[config.mk]
export PLATFORM = sky130hd
export DESIGN_NAME = bouncing_sprite_gen
export DESIGN_NICKNAME = d
export VERILOG_FILES = /design/src/rtl/bouncing_sprite_gen.sv
export SDC_FILE = /design/constraint.sdc
export NUM_CORES = 1
export LEC_CHECK = 0
export CAP_MARGIN = 20
export CELL_PAD_IN_SITES_DETAIL_PLACEMENT = 1
export CELL_PAD_IN_SITES_GLOBAL_PLACEMENT = 2
export CORE_UTILIZATION = 36
export CTS_CLUSTER_DIAMETER = 120
export DETAILED_ROUTE_END_ITERATION = 6
export PLACE_DENSITY_LB_ADDON = 0.1
export SLEW_MARGIN = 20
export SYNTH_ARGS = -nofsm -noshare
export SYNTH_HDL_FRONTEND = slang
export SYNTH_SLANG_ARGS = --single-unit
[constraint.sdc]
create_clock -name clk -period 4.2 [get_ports clk]
set_clock_uncertainty 0.15 [all_clocks]
set_input_delay 1.05 -clock clk [delete_from_list [all_inputs] [get_ports clk]]
set_output_delay 1.05 -clock clk [all_outputs]
set_load 0.005 [all_outputs]
[src/rtl/bouncing_sprite_gen.sv]
// Bouncing-rectangle video source: moves a sprite inside a padded window, paced by frame ticks.
// Optional saturating bounce counter enabled by defining BOUNCE_COUNT_EN.
module bouncing_sprite_gen #(
   parameter int H_VIS    = 640,
   parameter int V_VIS    = 480,
   parameter int PAD      = 50,
   parameter int SPR_W    = 85,
   parameter int SPR_H    = 50,
   parameter int STEP_X   = 4,
   parameter int STEP_Y   = 3,
   parameter int DIV      = 1,
   parameter int X0       = 100,
   parameter int Y0       = 100,
   parameter int FLASH_FR = 8
) (
   input  logic       clk,
   input  logic       rst_n,
   input  logic       frame_tick,
   input  logic       pause,
   input  logic       video_active,
   input  logic [9:0] pix_x,
   input  logic [9:0] pix_y,
   output logic [5:0] rgb,
   output logic       bounce,
   output logic       corner_hit,
   output logic [7:0] bounce_cnt
);

   localparam logic [9:0]  X_MIN    = 10'(PAD);
   localparam logic [9:0]  X_MAX    = 10'(H_VIS - PAD - SPR_W);
   localparam logic [9:0]  Y_MIN    = 10'(PAD);
   localparam logic [9:0]  Y_MAX    = 10'(V_VIS - PAD - SPR_H);
   localparam logic [10:0] SX       = 11'(STEP_X);
   localparam logic [10:0] SY       = 11'(STEP_Y);
   localparam logic [10:0] SW       = 11'(SPR_W);
   localparam logic [10:0] SH       = 11'(SPR_H);
   localparam logic [7:0]  DIV_LAST = 8'(DIV - 1);
   localparam logic [7:0]  FLASH_LD = 8'(FLASH_FR);
   localparam logic [5:0]  BG_FLASH = 6'b010101;

   if (!(SPR_W < H_VIS - 2*PAD) || !(SPR_H < V_VIS - 2*PAD)) begin : g_size_check
      $error("bouncing_sprite_gen: sprite does not fit inside the padded window");
   end

   function automatic logic [5:0] pal_color(input logic [1:0] idx);
      logic [5:0] c;
      case (idx)
         2'd0:    c = 6'b111111;
         2'd1:    c = 6'b110000;
         2'd2:    c = 6'b001100;
         2'd3:    c = 6'b000011;
         default: c = 6'b000000;
      endcase
      return c;
   endfunction

   // One axis step: result is {hit, new_dir_fwd, new_pos}; left underflow is caught before the wrap.
   function automatic logic [11:0] axis_step(input logic [9:0] pos, input logic fwd,
                                             input logic [10:0] step,
                                             input logic [9:0] lo, input logic [9:0] hi);
      logic [10:0] np;
      logic [11:0] r;
      np = fwd ? ({1'b0, pos} + step) : ({1'b0, pos} - step);
      if (fwd && (np > {1'b0, hi})) begin
         r = {1'b1, 1'b0, hi};
      end else if (!fwd && (({1'b0, pos} < step) || (np < {1'b0, lo}))) begin
         r = {1'b1, 1'b1, lo};
      end else begin
         r = {1'b0, fwd, np[9:0]};
      end
      return r;
   endfunction

   logic [9:0]  x_q, x_d, y_q, y_d;
   logic        dir_x_q, dir_x_d, dir_y_q, dir_y_d;
   logic [1:0]  pal_q, pal_d;
   logic [7:0]  div_q, div_d;
   logic [7:0]  flash_q, flash_d;
   logic [5:0]  rgb_q, rgb_d;
   logic        bounce_q, bounce_d, corner_q, corner_d;
   logic        tick_s, upd_s, hit_any_s, in_spr_s;
   logic [11:0] ax_s, ay_s;

   // Next-state: divider, motion, palette, flash timer and the pixel colour.
   always_comb begin
      tick_s    = frame_tick && !pause;
      upd_s     = tick_s && (div_q == DIV_LAST);
      ax_s      = axis_step(x_q, dir_x_q, SX, X_MIN, X_MAX);
      ay_s      = axis_step(y_q, dir_y_q, SY, Y_MIN, Y_MAX);
      hit_any_s = upd_s && (ax_s[11] || ay_s[11]);
      bounce_d  = hit_any_s;
      corner_d  = upd_s && ax_s[11] && ay_s[11];

      if (tick_s) begin
         div_d = (div_q == DIV_LAST) ? 8'd0 : (div_q + 8'd1);
      end else begin
         div_d = div_q;
      end

      if (upd_s) begin
         x_d     = ax_s[9:0];
         dir_x_d = ax_s[10];
         y_d     = ay_s[9:0];
         dir_y_d = ay_s[10];
      end else begin
         x_d     = x_q;
         dir_x_d = dir_x_q;
         y_d     = y_q;
         dir_y_d = dir_y_q;
      end

      pal_d = hit_any_s ? (pal_q + 2'd1) : pal_q;

      // A fresh bounce reloads the timer; otherwise it counts frames down even while paused.
      if (hit_any_s) begin
         flash_d = FLASH_LD;
      end else if (frame_tick && (flash_q != 8'd0)) begin
         flash_d = flash_q - 8'd1;
      end else begin
         flash_d = flash_q;
      end

      in_spr_s = ({1'b0, pix_x} >= {1'b0, x_q}) && ({1'b0, pix_x} < ({1'b0, x_q} + SW)) &&
                 ({1'b0, pix_y} >= {1'b0, y_q}) && ({1'b0, pix_y} < ({1'b0, y_q} + SH));

      if (!video_active) begin
         rgb_d = 6'b000000;
      end else if (in_spr_s) begin
         rgb_d = pal_color(pal_q);
      end else if (flash_q != 8'd0) begin
         rgb_d = BG_FLASH;
      end else begin
         rgb_d = 6'b000000;
      end
   end

   // State and registered outputs.
   always_ff @(posedge clk or negedge rst_n) begin
      if (!rst_n) begin
         x_q      <= 10'(X0);
         y_q      <= 10'(Y0);
         dir_x_q  <= 1'b1;
         dir_y_q  <= 1'b1;
         pal_q    <= 2'd0;
         div_q    <= 8'd0;
         flash_q  <= 8'd0;
         rgb_q    <= 6'd0;
         bounce_q <= 1'b0;
         corner_q <= 1'b0;
      end else begin
         x_q      <= x_d;
         y_q      <= y_d;
         dir_x_q  <= dir_x_d;
         dir_y_q  <= dir_y_d;
         pal_q    <= pal_d;
         div_q    <= div_d;
         flash_q  <= flash_d;
         rgb_q    <= rgb_d;
         bounce_q <= bounce_d;
         corner_q <= corner_d;
      end
   end

   assign rgb        = rgb_q;
   assign bounce     = bounce_q;
   assign corner_hit = corner_q;

`ifdef BOUNCE_COUNT_EN
   logic [7:0] bcnt_q, bcnt_d;

   // Saturating count; a corner produces a single bounce so it counts once.
   always_comb begin
      if (hit_any_s && (bcnt_q != 8'hFF)) begin
         bcnt_d = bcnt_q + 8'd1;
      end else begin
         bcnt_d = bcnt_q;
      end
   end

   // Counter register.
   always_ff @(posedge clk or negedge rst_n) begin
      if (!rst_n) begin
         bcnt_q <= 8'd0;
      end else begin
         bcnt_q <= bcnt_d;
      end
   end

   assign bounce_cnt = bcnt_q;
`else
   assign bounce_cnt = 8'd0;
`endif

endmodule

==> results.json, run 1 <==
{
  "synth_common_cells": "57 x ha_1, 40 x dfrtp_1, 37 x nand2_1",
  "number_of_design_rule_violations_left_after_detail_routing": 0,
  "design.portCount": 41,
  "route.antenna.remaining_nets": 0,
  "multiInputGateArea_um2": 2950,
  "core.rowCount": 40,
  "ys_async_sr_fraction": 1.00,
  "htree_num_levels": 2,
  "worst-endpoint-arrival_ns": 3.61,
  "cts_buffer_depth": 2,
  "core_area_um2": 12000,
  "synth_sequential_area_ratio": 0.273,
  "grt_usage": 0.186,
  "postSynthRegisterBits": 48,
  "starting_density": 0.369,
  "crit_fanout": 12,
  "cts-buffers-inserted": 5,
  "clock.fmax_mhz": 279,
  "clockRootBuffer": "clkbuf_16",
  "detailed_place_hpwl_um": 8710,
  "final.fill_count": 1415,
  "synth_most_common_cell": "ha_1",
  "detail_route.iter0.violations": 124,
  "vdd_ir_drop_max_mv": 0.155,
  "synth_edf_count": 0,
  "period_utilisation_layout": 0.854,
  "grt_max_degree": 27,
  "slew_viol_final": 0,
  "area_growth_pct": 12.5,
  "setup_viol_count_final": 0,
  "floorplan.die.height_um": 113,
  "drt_pass1_iterations": 4,
  "min_period_ns": 3.59,
  "fin_hold_viols": 0,
  "finalWirelength_um": 11200,
  "fin_total_pwr_mw": 1.27,
  "chipWidth_um": 113,
  "worst_skew_pair.late_latency_ns": 0.29,
  "grt_first_pass_wirelength_um": 19300,
  "status": "finished, final reports clean",
  "post_drt_wl_per_cell_um": 16.7,
  "crit_path_cell_trace": "inv_1, ha_1, a2111o_1, nor3_2, nor2_1, mux2_2, o31ai_4, nand2_2, o21a_4, mux2_4",
  "slew-limit-headroom": 0.562,
  "globalRouteOverflowTotal": 0,
  "crit_family": "compound AO/OA/AOI/OAI gates",
  "gpl.final_weighted_congestion": 0.808,
  "p_per_area_nw_per_um2": 254,
  "vias": 3714,
  "port_buffers": 32,
  "area_of_the_die_um2": 12800,
  "synth_flop_type": "dfrtp_1",
  "critical_path_class": "reg -> reg",
  "yosys.area.top_type_share": 0.226,
  "worst_margin_pin_slew_ns": 0.651,
  "cell_accounting_for_the_most_synthesized_area": "dfrtp_1",
  "post_cts.repair.setup_buffers": 0,
  "regArea_um2": 1210,
  "grt_setup_unrepaired": "no",
  "leakagePower_nw": 2.12,
  "netlist_top_cells_area": "dfrtp_1 23%, ha_1 16%, xnor2_1 6.1%",
  "syn-mean-instance-area_um2": 8.87,
  "critical-path-slowest-cell": "dfstp_2",
  "post_cts_hold_buffer_count": 0,
  "grt_pass1_vias": 3782,
  "cpPeakStageDelay_ns": 0.65,
  "critPathRequiredTime_ns": 4.22,
  "nets": 603,
  "holdCritPathClass": "reg -> reg",
  "final.setup.tns_ns": 0,
  "route.detailed.vias_per_inst": 5.55,
  "critical_path.startpoint_type": "register",
  "cts.clk_slew.worst_paths_ns": 0.07,
  "synth_warnings": 0,
  "max_cap_viol": 0,
  "syn_area_um2": 4440,
  "synthDistinctLibCells": 75,
  "clkSinkCount": 48,
  "setup.worst_path.end_class": "register",
  "syn-instance-count": 500,
  "antenna_cells_inserted": 0,
  "tritoncts_clock_tree": "yes",
  "worst_hold_check_slack_ns": 0.330,
  "critPathBufInv": 1,
  "drive_gt1_frac": 0.0843,
  "total_of_cells_resized_after_clock_tree_synthesis": 0,
  "grt_antenna_before_repair": 0
}
[power breakdown]
part           switching (mW)  internal [mW]
sequential             0.0594          0.524
clock                   0.183          0.283
combinational           0.108          0.113
total                   0.350          0.920
[logic make-up after synthesis]
family | share of synthesized area
muxes | 0.0313
AOI/OAI and AO/OA | 0.209
and+or+nand+nor | 0.188
DFF | 0.273
adders and majority gates | 0.161
xor gates and xnor gates | 0.0688
buffers and inverters | 0.0683
other | 0.000845
[flip-flops by register name (all words and copies together) (netlist names)]
register    cells
bounce          1
rgb             6
corner_hit      1
pal_q           2
dir_x_q         1
flash_q         8
dir_y_q         1
x_q            10
div_q           8
y_q            10
[cell usage in the layout, fill, tap and decap left out, types with 9 or more instances in the layout]
| cell | count |
|---|---|
| ha_1 | 57 |
| dfrtp_1 | 40 |
| nand2_1 | 37 |
| xnor2_1 | 31 |
| clkdlybuf4s50_1 | 31 |
| inv_1 | 29 |
| nor2_1 | 29 |
| o21ai_0 | 28 |
| a21oi_1 | 26 |
| nand3_1 | 13 |
| a21o_1 | 12 |
| nand4_1 | 11 |
| nand2b_1 | 9 |
| nor3_1 | 9 |
| mux2i_1 | 9 |
[worst register-to-register path: stages, from the launching register on]
cell and delay (ns):
dfstp_2 0.65, inv_1 0.12, ha_1 0.25, a2111o_1 0.47, nor3_2 0.16, nor2_1 0.10
mux2_2 0.32, o31ai_4 0.48, nand2_2 0.16, o21a_4 0.29, mux2_4 0.31
[routing by layer]
layer / vias up / GRT usage / share of wire
met4: 0 / 0.0404 / 0.0083
met3: 7 / 0.0214 / 0.018
met2: 33 / 0.326 / 0.50
met1: 1842 / 0.245 / 0.47
li1: 1832 / - / -
met5: - / 0 / 0
[area by class of cell]
class | instances | area share
clock inverter | 3 | 0.00928
inverter | 31 | 0.0233
tap | 147 | 0.0369
clock buffer | 5 | 0.0251
sequential | 48 | 0.243
multi-input combinational | 397 | 0.591
timing repair buffer | 38 | 0.0722
[final timing paths]
kind                       startpoint  slack, ns  cells after the start        to
max in group asynchronous       rst_n       2.51                      2    x_q[2]
min in group asynchronous       rst_n       0.59                      1  div_q[5]
hold / removal               div_q[7]       0.33                      1  div_q[7]
setup / recovery               y_q[2]       0.61                     10  pal_q[1]
setup reg to reg               y_q[2]       0.61                     10  pal_q[1]
hold reg to reg              div_q[7]       0.33                      1  div_q[7]
[per-stage QoR]
stage	area, um^2	std cells	utilization	setup slack, ns
after detailed placement	4820	661	0.401	0.515
after floorplan	4460	507	-	0.818
after global routing	4990	669	0.416	0.320
after CTS	4990	669	0.416	0.619
final	4990	669	0.416	0.611
after global placement	4820	661	0.401	0.559
Note: power is estimated with default switching activity, not from simulation.
==> run 2, diff against run 1 <==
- ABC_CLOCK_PERIOD_IN_PS: default -> 4200
- CAP_MARGIN: 20 -> default
- TNS_END_PERCENT: default -> 1
==> results of run 2 <==
Final layout, timing and power as in run 1 (identical DEF).
==> RTL change 1: new RTL, config.mk and constraints of run 1 <==
`rgb_q` no longer has a reset.
--- a/src/rtl/bouncing_sprite_gen.sv
+++ b/src/rtl/bouncing_sprite_gen.sv
@@ -145,5 +145,4 @@
          div_q    <= 8'd0;
          flash_q  <= 8'd0;
-         rgb_q    <= 6'd0;
          bounce_q <= 1'b0;
          corner_q <= 1'b0;
@@ -156,8 +155,11 @@
          div_q    <= div_d;
          flash_q  <= flash_d;
-         rgb_q    <= rgb_d;
          bounce_q <= bounce_d;
          corner_q <= corner_d;
       end
+   end
+
+   always_ff @(posedge clk) begin
+      rgb_q <= rgb_d;
    end
 
Behaviour: not the same (Yosys sat finds a counterexample within 4 cycles, from zero or initial values and one cycle with rst_n low).
==> RTL change 1 against run 1 <==
  * Synthesized cell count shrank 7.8%
  * Area after synthesis shrank 8.1%
  * Utilization grew 0.61 points
  * Hold slack lost 6.8 ps
  * Cell count shrank 6.6%
  * Worst setup slack lost 25 ps
  * Sequential cell count is the same
  * Wire length shrank 7.6%
  * Design area shrank 7.6%
  * Critical path type unchanged
  * Highest routed layer unchanged
Power is not compared: it rests on default switching activity, and its combinational part moved more than twofold at a synthesized area within 25%.
==> RTL change 1: results (changes against run 1) <==
[logic_synthesis]
synth_cell_type_count = 70  ; -6.7%
async_reset_ff_share_pct = 87.5  ; -13 points
yosys-top-cells-count = ha_1, nor2_1, dfrtp_1, xnor2_1, nand2_1
synth_cells = 461  ; -7.8%
ys.flop_type = dfrtp_1
synth_seq_area_share_pct = 29.0  ; +1.7 points
ys_top_cells_by_area = dfrtp_1, ha_1, xnor2_1, dfstp_2, nor2_1

[critical_path]
critPathArrivalTime_ps = 3680  ; +70 ps
path_max_fanout = 10  ; -2
r2r_slack_ps = 590  ; -30 ps

[global_route]
grt_usage_pct = 18.8  ; +0.20 points
gr-usage-met3_pct = 2.29  ; +0.15 points
grt_pass1_vias = 3567  ; -5.7%
met2_usage_pct = 33.4  ; +0.77 points
grt_max_degree = 43  ; +59%
grtUsageMet1_pct = 23.8  ; -0.78 points
grt_pass1_wl_um = 17300  ; -10%

[pwr]
netSwitchingPower_mw = 1.13
vdd_ir_drop_max_mv = 0.182

[sta]
period_needed_ps = 3610  ; +25.2 ps
finalHoldViolations = 0  ; unchanged
relSlewSlack_pct = 33.4  ; -23 points
hold_ws_ps = 323  ; -6.75 ps

[layout]
layout.nets = 564  ; -6.5%
final_cells = 625  ; -6.6%
top_regs = x_q: 10 flops, y_q: 10 flops
nFillCells = 1302  ; -8.0%
drive_above_1_share_pct = 7.42  ; -1.0 points

[placed_design]
place_ws_ps = 510  ; -4.91 ps
dpl.cell_count = 617  ; -6.7%
dp.final_hpwl_um = 7970  ; -8.4%
place_area_um2 = 4460  ; -7.5%
gp_congestion = 0.780  ; -3.5%

[drt]
num_vias = 3378  ; -9.0%
wl_met1_um = 4870  ; -7.8%
wirelength_um = 10300  ; -7.6%
drt_iter0_drc = 142  ; +15%
met2_length_um = 5110  ; -8.6%
met3_length_um = 190  ; -4.0%

[clock_network]
cts_resized = 0  ; unchanged

[run_status]
status = complete, no violations

[RTL change 1: cells by family after synthesis]
group,share of synthesized area [%]
and+or+nand+nor,17.7
AOI/OAI and AO/OA,20.1
buffers and inverters,6.93
adders and majority gates,16.9
DFF,29.0
xor gates and xnor gates,8.16
muxes,1.20
other,0.0920
[RTL change 1: final timing paths]
path,depth (start not counted),to,start
worst max-delay path,13,rgb[0],x_q[2]
worst min-delay path,1,div_q[7],div_q[7]
worst max register to register,13,rgb[0],x_q[2]
worst min register to register,1,div_q[7],div_q[7]
max in group asynchronous,1,y_q[1],rst_n
min in group asynchronous,1,x_q[9],rst_n
[RTL change 1: final cells by class]
cell class / count / area [µm²] / area share [%]
well taps: 140 / 175 / 3.80
clock inverters: 2 / 13.8 / 0.299
inverters: 31 / 116 / 2.52
repair buffers: 36 / 345 / 7.49
multi-input cells: 362 / 2640 / 57.3
flip-flops and latches: 48 / 1180 / 25.6
clock buffers: 6 / 139 / 3.01
==> RTL change 2: new RTL, config.mk and constraints of run 1 <==
Made on the original files. Build with the macro `BOUNCE_COUNT_EN` defined.
--- a/src/rtl/bouncing_sprite_gen.sv
+++ b/src/rtl/bouncing_sprite_gen.sv
@@ -1,4 +1,6 @@
 // Bouncing-rectangle video source: moves a sprite inside a padded window, paced by frame ticks.
 // Optional saturating bounce counter enabled by defining BOUNCE_COUNT_EN.
+`define BOUNCE_COUNT_EN
+
 module bouncing_sprite_gen #(
    parameter int H_VIS    = 640,
Function: no difference found for any inputs over 10 cycles, from zero or initial values and one cycle with rst_n low; that may be too few to reach the edited logic, so the function may still have changed.
==> RTL change 2 against run 1 <==
  * Critical path depth did not move
  * Design area rose by 5.7%
  * Worst setup slack got worse by 190 ps
  * Wire length fell by 0.86%
  * Utilization rose by 1.7 points
  * Sequential cell count rose by 8
  * Area after synthesis rose by 3.6%
  * Hold slack got worse by 8.8 ps
Power is not compared: it rests on default switching activity, and its combinational part moved more than twofold at a synthesized area within 25%.
==> RTL change 2: results (changes against run 1) <==
[drt]
wire_per_inst_um = 15.6  ; -6.3%
num_vias = 3784  ; +1.9%
drt_iter0_drc = 155  ; +25%

[logic_synthesis]
ys_top_cells_by_area = dfrtp_1, ha_1, xnor2_1, dfstp_2, nand2_1
yosys-top-cells-count = ha_1, dfrtp_1, nand2_1
synth_cells = 508  ; +1.6%
synth_seq_area_share_pct = 30.7  ; +3.4 points
synth_cell_type_count = 67  ; -11%

[run_status]
status = complete, no violations

[placed_design]
io_buffers = 40  ; +25%
dp.final_hpwl_um = 8810  ; +1.1%
gp_congestion = 0.836  ; +3.4%
place_ws_ps = 437  ; -77.9 ps
place_area_um2 = 5130  ; +6.4%
dpl.cell_count = 700  ; +5.9%

[global_route]
grt_max_degree = 40  ; +48%
grt_pass1_vias = 3923  ; +3.7%
grt_pass1_wl_um = 19100  ; -1.2%

[pwr]
fin_total_pwr_mw = 3.36

[sta]
max_freq_ghz = 0.265  ; -4.9%
relSlewSlack_pct = 39.1  ; -17 points

[layout]
layout.nets = 622  ; +3.2%
drive_above_1_share_pct = 7.41  ; -1.0 points
diodes = 0  ; unchanged

[critical_path]
r2r_slack_ps = 430  ; -190 ps

[clock_network]
clkTransAtPathRegs_ps = 80

-- RTL change 2: routing by layer --
layer | global-route usage [%] | vias up | wire (µm)
li1 | - | 1880 | -
met1 | 24.0 | 1864 | 5480
met2 | 31.4 | 32 | 5340
met3 | 2.00 | 8 | 158
met4 | 2.94 | 0 | 85
met5 | 0 | - | 0
-- RTL change 2: layout make-up --
class | instances | area (µm²) | share of cell area (%)
repair buffers | 46 | 440 | 8.35
clock inverters | 3 | 25.0 | 0.474
clock buffers | 5 | 125 | 2.37
well taps | 168 | 210 | 3.98
multi-input cells | 398 | 2950 | 55.8
flip-flops and latches | 56 | 1410 | 26.7
inverters | 32 | 120 | 2.28
-- RTL change 2: logic make-up (layout without fill, tap and decap cells) --
logic type / Yosys count / count (layout) / synth area share [%]
xor gates and xnor gates: 42 / 42 / 8.00
adders and majority gates: 58 / 58 / 15.8
and+or+nand+nor: 164 / 164 / 18.9
AOI/OAI and AO/OA: 124 / 124 / 18.5
muxes: 10 / 10 / 2.86
DFF: 56 / 56 / 30.7
buffers and inverters: 54 / 86 / 5.20
-- RTL change 2: stage by stage --
stage / utilization, % / hold slack [ps]
floorplan: - / 288
global placement: 42.0 / 307
detailed placement: 42.0 / 313
CTS: 43.2 / 326
global route: 43.2 / 356
finish: 43.2 / 321
-- RTL change 2: power breakdown --
group          switching (mW)  internal [mW]  leakage, nW
Combinational            1.00          0.861         1.54
Sequential              0.327          0.742        0.693
Clock                   0.197          0.226       0.0708
-- RTL change 2: worst max-delay path by stage --
stage | startpoint | endpoint | depth (start not counted)
after CTS | y_q[2] | bounce_cnt[1] | 10
after global placement | y_q[2] | bounce_cnt[1] | 10
after detailed placement | y_q[2] | bounce_cnt[1] | 10
after floorplan | y_q[2] | bounce_cnt[1] | 11
after global routing | y_q[2] | bounce_cnt[1] | 10
final | y_q[2] | bounce_cnt[1] | 10
-- RTL change 2: worst max-delay path, stage by stage (launching register included) --
cell and delay [ps]:
dfstp_2 600, inv_1 120, ha_1 220, a2111o_1 490, o211a_1 280, nor4_4 320, o2111ai_1 170, o31a_1 400
a41oi_4 410, nand2_1 170, mux2_4 320
